`src/rtl/w_input_conditioner.sv`:
```
// Input conditioner for the two-consecutive-1s detector: synchronizes and debounces w_raw.
// It also produces one-cycle edge pulses and keeps a saturating count of aborted transitions.
module w_input_conditioner #(
  parameter int SYNC_STAGES     = 2,
  parameter int DEBOUNCE_CYCLES = 4,
  parameter int CNT_W           = $clog2(DEBOUNCE_CYCLES + 1),
  parameter int GLITCH_W        = 8
) (
  input  logic                clk,
  input  logic                rst,
  input  logic                w_raw,
  output logic                w,
  output logic                w_rise,
  output logic                w_fall,
  output logic                stable,
  output logic [GLITCH_W-1:0] glitch_cnt
);

  typedef enum logic [1:0] {
    ST_LOW     = 2'd0,
    ST_RISING  = 2'd1,
    ST_HIGH    = 2'd2,
    ST_FALLING = 2'd3
  } state_t;

  localparam logic [CNT_W-1:0]    CNT_LAST   = CNT_W'(DEBOUNCE_CYCLES - 1);
  localparam logic [CNT_W-1:0]    CNT_ONE    = CNT_W'(1);
  localparam logic [GLITCH_W-1:0] GLITCH_MAX = {GLITCH_W{1'b1}};

  logic [SYNC_STAGES-1:0] sync;
  logic                   w_sync;
  state_t                 state;
  logic [CNT_W-1:0]       cnt;

  function automatic logic [GLITCH_W-1:0] sat_inc(input logic [GLITCH_W-1:0] val);
    if (val == GLITCH_MAX) begin
      sat_inc = val;
    end else begin
      sat_inc = val + GLITCH_W'(1);
    end
  endfunction

  assign w_sync = sync[SYNC_STAGES-1];

  // Metastability chain; only its last stage feeds the debounce FSM.
  always_ff @(posedge clk or posedge rst) begin
    if (rst) begin
      sync <= '0;
    end else begin
      sync <= {sync[SYNC_STAGES-2:0], w_raw};
    end
  end

  // Debounce FSM; w only changes after DEBOUNCE_CYCLES consecutive differing samples.
  always_ff @(posedge clk or posedge rst) begin
    if (rst) begin
      state      <= ST_LOW;
      cnt        <= '0;
      w          <= 1'b0;
      w_rise     <= 1'b0;
      w_fall     <= 1'b0;
      stable     <= 1'b1;
      glitch_cnt <= '0;
    end else begin
      w_rise <= 1'b0;
      w_fall <= 1'b0;
      case (state)
        ST_LOW: begin
          if (w_sync) begin
            state  <= ST_RISING;
            cnt    <= CNT_ONE;
            stable <= 1'b0;
          end
        end
        ST_RISING: begin
          if (!w_sync) begin
            state      <= ST_LOW;
            stable     <= 1'b1;
            glitch_cnt <= sat_inc(glitch_cnt);
          end else if (cnt == CNT_LAST) begin
            state  <= ST_HIGH;
            w      <= 1'b1;
            w_rise <= 1'b1;
            stable <= 1'b1;
          end else begin
            cnt <= cnt + CNT_ONE;
          end
        end
        ST_HIGH: begin
          if (!w_sync) begin
            state  <= ST_FALLING;
            cnt    <= CNT_ONE;
            stable <= 1'b0;
          end
        end
        ST_FALLING: begin
          // w stays high here so a bounce on the way down never drops it.
          if (w_sync) begin
            state      <= ST_HIGH;
            stable     <= 1'b1;
            glitch_cnt <= sat_inc(glitch_cnt);
          end else if (cnt == CNT_LAST) begin
            state  <= ST_LOW;
            w      <= 1'b0;
            w_fall <= 1'b1;
            stable <= 1'b1;
          end else begin
            cnt <= cnt + CNT_ONE;
          end
        end
        default: begin
          state  <= ST_LOW;
          w      <= 1'b0;
          stable <= 1'b1;
        end
      endcase
    end
  end

endmodule

```
`config.mk`:
```
export PLATFORM = sky130hd
export DESIGN_NAME = w_input_conditioner
export DESIGN_NICKNAME = d
export VERILOG_FILES = /design/src/rtl/w_input_conditioner.sv
export SDC_FILE = /design/constraint.sdc
export NUM_CORES = 1
export LEC_CHECK = 0
export ABC_AREA = 1
export BUFFER_PORTS_ARGS = -buffer_cell sky130_fd_sc_hd__buf_4
export CAP_MARGIN = 20
export CORE_MARGIN = 2
export CORE_UTILIZATION = 50
export CTS_CLUSTER_DIAMETER = 60
export DETAILED_ROUTE_END_ITERATION = 12
export GPL_TIMING_DRIVEN = 0
export PLACE_DENSITY = 0.75
export SLEW_MARGIN = 20
export SYNTH_ARGS = -nofsm -noshare
export SYNTH_HDL_FRONTEND = slang
export SYNTH_SLANG_ARGS = --single-unit
```
`constraint.sdc`:
```
create_clock -name clk -period 2.8 [get_ports clk]
set_input_delay 0.28 -clock clk [delete_from_list [all_inputs] [get_ports clk]]
set_output_delay 0.28 -clock clk [all_outputs]
set_load 0.005 [all_outputs]
```
==> results of run 1 <==
[report_power, final]
group          switching (uW)  total (uW)  internal [uW]
Sequential               83.2         445            362
Combinational             209         375            166
Clock                    85.5         141           55.7
[stage by stage]
| step | instances | worst slack [ns] | hold slack (ns) | util [%] | cell area [sq um] |
|---|---|---|---|---|---|
| global route | 158 | 1.37 | 0.0589 | 63.5 | 1120 |
| finish | 158 | 1.49 | 0.0763 | 63.5 | 1120 |
| floorplan | 115 | 1.62 | 0.230 | - | 958 |
| CTS | 158 | 1.49 | 0.0670 | 63.5 | 1120 |
| global placement | 154 | 1.54 | 0.336 | 62.1 | 1090 |
| detailed placement | 154 | 1.50 | 0.335 | 62.1 | 1090 |
[Yosys cell counts]
cell     count  share of area [%]
nor2_8       1                2.1
o21ai_0      2                1.0
a21oi_1      2                1.0
dfstp_2      1                2.7
nand4_1      2                1.3
nand2_1     41                 16
nand3_1     11                5.7
nand2_2      4                2.6
inv_1       11                4.3
nor2_4       1                1.2
ha_1         4                5.2
inv_2        2               0.78
nor2_1       5                2.0
o21ai_1      7                3.7
xor2_1       1               0.91
nand2_4      2                2.3
dfrtp_1     18                 47
[worst register-to-register path: cells and delay by family, from the launching register on]
family                   cells  cell delay [ns]
AND/OR/NAND/NOR              3             0.33
AO/OA/AOI/OAI                1             0.06
flip-flops                   1             0.41
adder cells (fa/ha/maj)      2             0.41
[layer usage]
layer / track usage [%] / part of all wire, %
met3: 6.79 / 5.0
met5: 0 / 0
met1: 22.3 / 49
met4: 6.49 / 1.5
met2: 26.7 / 44
[cells in the final DEF (no fill, tap or decap)]
cell       n
a21oi_1    2
buf_4     14
clkbuf_1   1
clkbuf_4   3
dfrtp_1   18
dfstp_2    1
ha_1       4
inv_1     11
inv_2      2
nand2_1   41
nand2_2    4
nand2_4    2
nand3_1   11
nand4_1    2
nor2_1     5
nor2_4     1
nor2_8     1
o21ai_0    2
o21ai_1    7
xor2_1     1
[cells by family (layout without fill, tap and decap cells)]
group           Yosys count  in the layout  share of synthesized area [%]
buf+inv                  13             31                           5.09
flops                    19             19                           49.7
simple gates             67             67                           33.3
xor+xnor                  1              1                          0.914
fa+ha+maj                 4              4                           5.22
compound gates           11             11                           5.74
[layout make-up]
class,instances,share of cell area [%]
clock buffer,4,2.34
timing repair buffer,14,9.37
sequential,19,42.5
multi-input combinational,83,38.6
tap,25,2.79
inverter,13,4.35
[state kept, by name, summed over array words and instances, names as in the netlist, named ones only]
register	cells
w_rise	1
stable	1
glitch_cnt	8
w	1
cnt	3
w_fall	1
state	1
sync	2
[worst paths after layout]
kind	startpoint	cells after the start	end	slack [ns]
max	cnt[0]	6	cnt[1]	1.49
min	rst	2	glitch_cnt[0]	0.08
max reg2reg	cnt[0]	6	cnt[1]	1.49
min reg2reg	sync[0]	0	sync[1]	0.36
max in group asynchronous	rst	2	cnt[1]	2.28
min in group clk	w_raw	1	sync[0]	0.08
==> results by group, run 1 <==
Run status
  – Outcome: complete, no violations

Place
  – Gpl congestion: 0.800
  – Post-DP HPWL: 1.25 mm
  – Input/output buffers: 14

Worst setup path
  – Most frequent CP cell: nand2_1
  – Cells along the critical path: ha_1 -> ha_1 -> nand2_1 -> nand2_1 -> nand2_1 -> o21ai_1
  – Crit path DAT: 1.51 ns
  – CP delay by family, top: adder cells
  – CP endpoint kind: register
  – Critical-path top delay cell: dfrtp_1
  – CP bufs+invs: 0
  – CP max stage delay: 0.41 ns
  – Crit path kind: register to register
  – CP startpoint kind: register
  – Worst Path Max Fanout: 4
  – Worst EP required: 3.00 ns

Global route
  – Tot GR Track Use: 17.4%
  – First-pass GRT wire length: 2.62 mm
  – Number of global-route vias before repair: 603
  – Pin count of the biggest net entering global routing: 20
  – GR Overflow Total: 0
  – Initial antenna violation count: 0

Route
  – DR WL/cell: 10.7 um
  – Drt via density: 4.82
  – Routed wire length: 1.68 mm
  – ANT nets after route: 0
  – Vias: 762
  – Number of remaining DRC errors: 0
  – Starting DRT DRC Count: 6
  – DR pass1 iterations: 4

STA
  – Fin Clk Skew: 0.00101 ns
  – RSZ-0062 raised after global routing: no
  – Worst-margin pin slew: 0.703 ns
  – Max Slew Vio Count: 0
  – Finish-stage setup viols: 0
  – Final min period: 1.31 ns
  – Fmax: 764 MHz
  – Final hold violations: 0
  – Setup TNS: 0 ns
  – Slew margin rel.: 53.1%
  – Final period util: 46.7%

Die
  – Top-level port count: 15
  – Die ar.: 2280 sq um
  – Rows: 15
  – Die X: 47.8 um
  – Die span in y: 47.8 um
  – Initial core utilization: 54.3%
  – Total core area: 1760 sq um

Clock tree
  – Postcts setup bufs: 0
  – Hold buffer count at CTS: 0
  – Cts bufs inserted: 3
  – Reg clk slew, reported paths: 0.10 ns
  – Clock sink count: 19
  – H-tree depth: 1
  – Post_cts resized: 0
  – Worst-skew pair later-pin latency: 0.30 ns
  – CTS tree: built
  – Deepest clock path buffer count: 2
  – Clock root buffer: clkbuf_4

Synthesis
  – Netlist cell types: 17
  – Post-synthesis sequential area ratio: 49.7%
  – Mean post-synth cell area: 8.33 sq um
  – Synth Warn #: 0
  – Syn nets: 122
  – Cells after Synth: 115
  – Synth Cell Area: 958 sq um
  – FF+latch count, synth: 19

Pwr
  – Peak supply drop: 596 uV
  – Power per Cell Area: 857 nW/um^2
  – Static Leak: 0.000596 uW
  – Overall Power: 961 uW

Layout
  – Register area: 477 sq um
  – Area grow syn2layout: 17.0%
  – Final net count: 141
  – Fill cell total of the finished layout: 169
  – Fraction of layout cells with a size suffix above 1: 21.1%
  – Area occupied by multi-input gates: 433 sq um
  – ANT cells: 0

Flow run
  – Max_cap viols: 0

Min path
  – Worst hold path class: input port to async pin
Power figures use the tool's default switching activity.
==> run 2: changes to the inputs <==
Settings changed: CORE_UTILIZATION 50 to 48.
Clock period 2.8 ns to 1.05 ns, I/O delays scaled along.
==> run 2 against run 1 <==
The run now ends with setup timing left. Clock skew increased by 0.0061 ns. Worst setup slack got worse by 1.6 ns. Largest power group is now combinational cells. First-iteration DRC count increased to 4.3 times the previous value.
==> results by group, run 2 (synthesized netlist as in run 1, its figures left out) <==
Run status
  – Outcome: finished, violations left
  – Failing checks: setup timing

Die
  – Die X: 48.7 um (+1.9%)
  – Rows: 16 (+1)
  – Die ar.: 2370 sq um (+3.8%)
  – Die span in y: 48.7 um (+1.9%)
  – Total core area: 1920 sq um (+8.9%)
  – Initial core utilization: 49.9% (-4.5 points)
  – Top-level port count: 15 (unchanged)

STA
  – Finish-stage setup viols: 21 (+21)
  – Final period util: 113% (+67 points)
  – Slew margin rel.: 72.5% (+19 points)
  – Final min period: 1.19 ns (-0.119 ns)
  – RSZ-0062 raised after global routing: yes
  – Fin worst setup slack: -0.140 ns (-1.63 ns)
  – Setup TNS: -1.74 ns (-1.74 ns)
  – Fmax: 840 MHz (+10%)
  – Max Slew Vio Count: 0 (unchanged)
  – Final hold violations: 0 (unchanged)
  – Worst-margin pin slew: 0.411 ns (-0.292 ns)
  – Fin Clk Skew: 0.00713 ns (+0.00612 ns)

Worst setup path
  – Cells along the critical path: ha_4 -> ha_4 -> nand2_4 -> inv_4 -> o21ai_2 -> nand2_1
  – CP startpoint kind: register
  – Most frequent CP cell: ha_4
  – CP max stage delay: 0.42 ns (about the same)
  – CP endpoint kind: register
  – R2r setup slk: -0.14 ns (-1.63 ns)
  – Critical-path top delay cell: dfrtp_1
  – CP bufs+invs: 1 (+1)
  – Worst EP required: 1.28 ns (-1.72 ns)
  – Worst Path Max Fanout: 5 (+1)
  – Crit path DAT: 1.42 ns (-0.09 ns)
  – CP delay by family, top: flip-flops
  – Crit path kind: register to register

Clock tree
  – Cts bufs inserted: 3 (unchanged)
  – Deepest clock path buffer count: 2 (unchanged)
  – CTS tree: built
  – H-tree depth: 1 (unchanged)
  – Clock sink count: 19 (unchanged)
  – Clock root buffer: clkbuf_4
  – Worst-skew pair later-pin latency: 0.30 ns (about the same)
  – Reg clk slew, reported paths: 0.11 ns (about the same)

Route
  – DR pass1 iterations: 4 (unchanged)
  – ANT nets after route: 0 (unchanged)
  – DR WL/cell: 13.0 um (+22%)
  – Drt via density: 5.18 (+7.4%)
  – Vias: 891 (+17%)
  – Routed wire length: 2.24 mm (+33%)
  – Starting DRT DRC Count: 26 (+20)
  – Number of remaining DRC errors: 0 (unchanged)

Layout
  – Biggest regs: glitch_cnt x8, cnt x3, sync x2
  – ANT cells: 0 (unchanged)
  – Commonest cells after routing, fill and taps aside: nand2_1, buf_4, dfrtp_1
  – Fill cell total of the finished layout: 139 (-18%)
  – Area grow syn2layout: 44.6%
  – Final Cell Area: 1390 sq um (+24%)
  – Fin util: 72.1% (+8.6 points)
  – Final Non-Filler Cells: 172 (+8.9%)
  – Max reg flops: 8 (unchanged)
  – Largest reg by FF count: glitch_cnt
  – Most common cell after layout, fill and taps aside: nand2_1
  – Fraction of layout cells with a size suffix above 1: 45.5% (+24 points)
  – Final net count: 153 (+8.5%)

Flow run
  – Max_cap viols: 0 (unchanged)

Global route
  – First-pass GRT wire length: 3.46 mm (+32%)
  – Met3 Resource Use GR: 2.78% (-4.0 points)
  – M2 GR Usage: 32.9% (+6.2 points)
  – Tot GR Track Use: 19.1% (+1.7 points)
  – Met1 Use GR: 23.6% (+1.3 points)
  – Number of global-route vias before repair: 811 (+34%)
  – GR Overflow Total: 0 (unchanged)
  – Top Usage Layer GRT: met2
  – Pin count of the biggest net entering global routing: 20 (unchanged)
  – Initial antenna violation count: 0 (unchanged)

Pwr
  – Peak supply drop: 1480 uV (+150%)
  – Overall Power: 3350 uW (+250%)
  – Power per Cell Area: 2420 nW/um^2 (+180%)
  – Static Leak: 0.000690 uW (+16%)

Place
  – DP Area: 1160 sq um (+5.9%)
  – Input/output buffers: 14 (unchanged)
  – Gpl congestion: 0.804 (+0.39%)
  – Post-DP HPWL: 1.34 mm (+7.6%)
  – # placed instances: 156 (+1.3%)

Min path
  – Worst hold path class: input port to async pin
==> run 2: area by class of cell <==
| class | instances | area [sq um] | area share, % |
|---|---|---|---|
| Tap cell | 27 | 33.8 | 2.44 |
| Inverter | 13 | 55.1 | 3.97 |
| Sequential cell | 19 | 484 | 34.9 |
| Clock buffer | 3 | 22.5 | 1.62 |
| Clock inverter | 1 | 5.00 | 0.361 |
| Timing Repair Buffer | 26 | 219 | 15.8 |
| Multi-Input combinational cell | 83 | 567 | 40.9 |
==> run 2: power by group <==
group	internal [uW]	switching (uW)	leakage (uW)
logic	850	843	0.000438
registers	982	305	0.000234
clock network	142	232	0.0000177
total	1970	1380	0.000690
==> run 2: path summary, 6_finish.rpt <==
path | depth (start not counted) | startpoint | to
setup / recovery | 6 | cnt[0] | stable
hold / removal | 3 | rst | glitch_cnt[1]
setup reg to reg | 6 | cnt[0] | stable
hold reg to reg | 0 | sync[0] | sync[1]
max in group asynchronous | 3 | rst | stable
min in group clk | 0 | sync[0] | sync[1]
==> run 2: routing by layer <==
metal	vias up	routed length, um
met5	-	0
met4	0	61
met3	10	161
met2	44	1130
met1	410	879
li1	427	-
==> run 2: worst reg2reg max path, cell delays in order (launching register included) <==
cell     delay, ns
dfrtp_1       0.42
ha_4          0.20
ha_4          0.16
nand2_4       0.10
inv_4         0.05
o21ai_2       0.13
nand2_1       0.08
==> run 2: repair_timing <==
action / in CTS / in global routing
gates resized for setup: 11 / 22
setup endpoints to repair: 16 / 41
pin swaps: 10 / 11
hold buffers: 2 / 0
endpoints found under the hold margin: 19 / 0
buffers inserted: 8 / 2
==> run 2: through the flow <==
step	hold WS, ns	setup slack, ns
3_3_place_gp	0.214	-0.184
4_1_cts	0.361	-0.130
5_1_grt	0.373	-0.205
3_5_place_dp	0.216	-0.206
2_1_floorplan	0.0554	-0.0947
6_report	0.350	-0.140
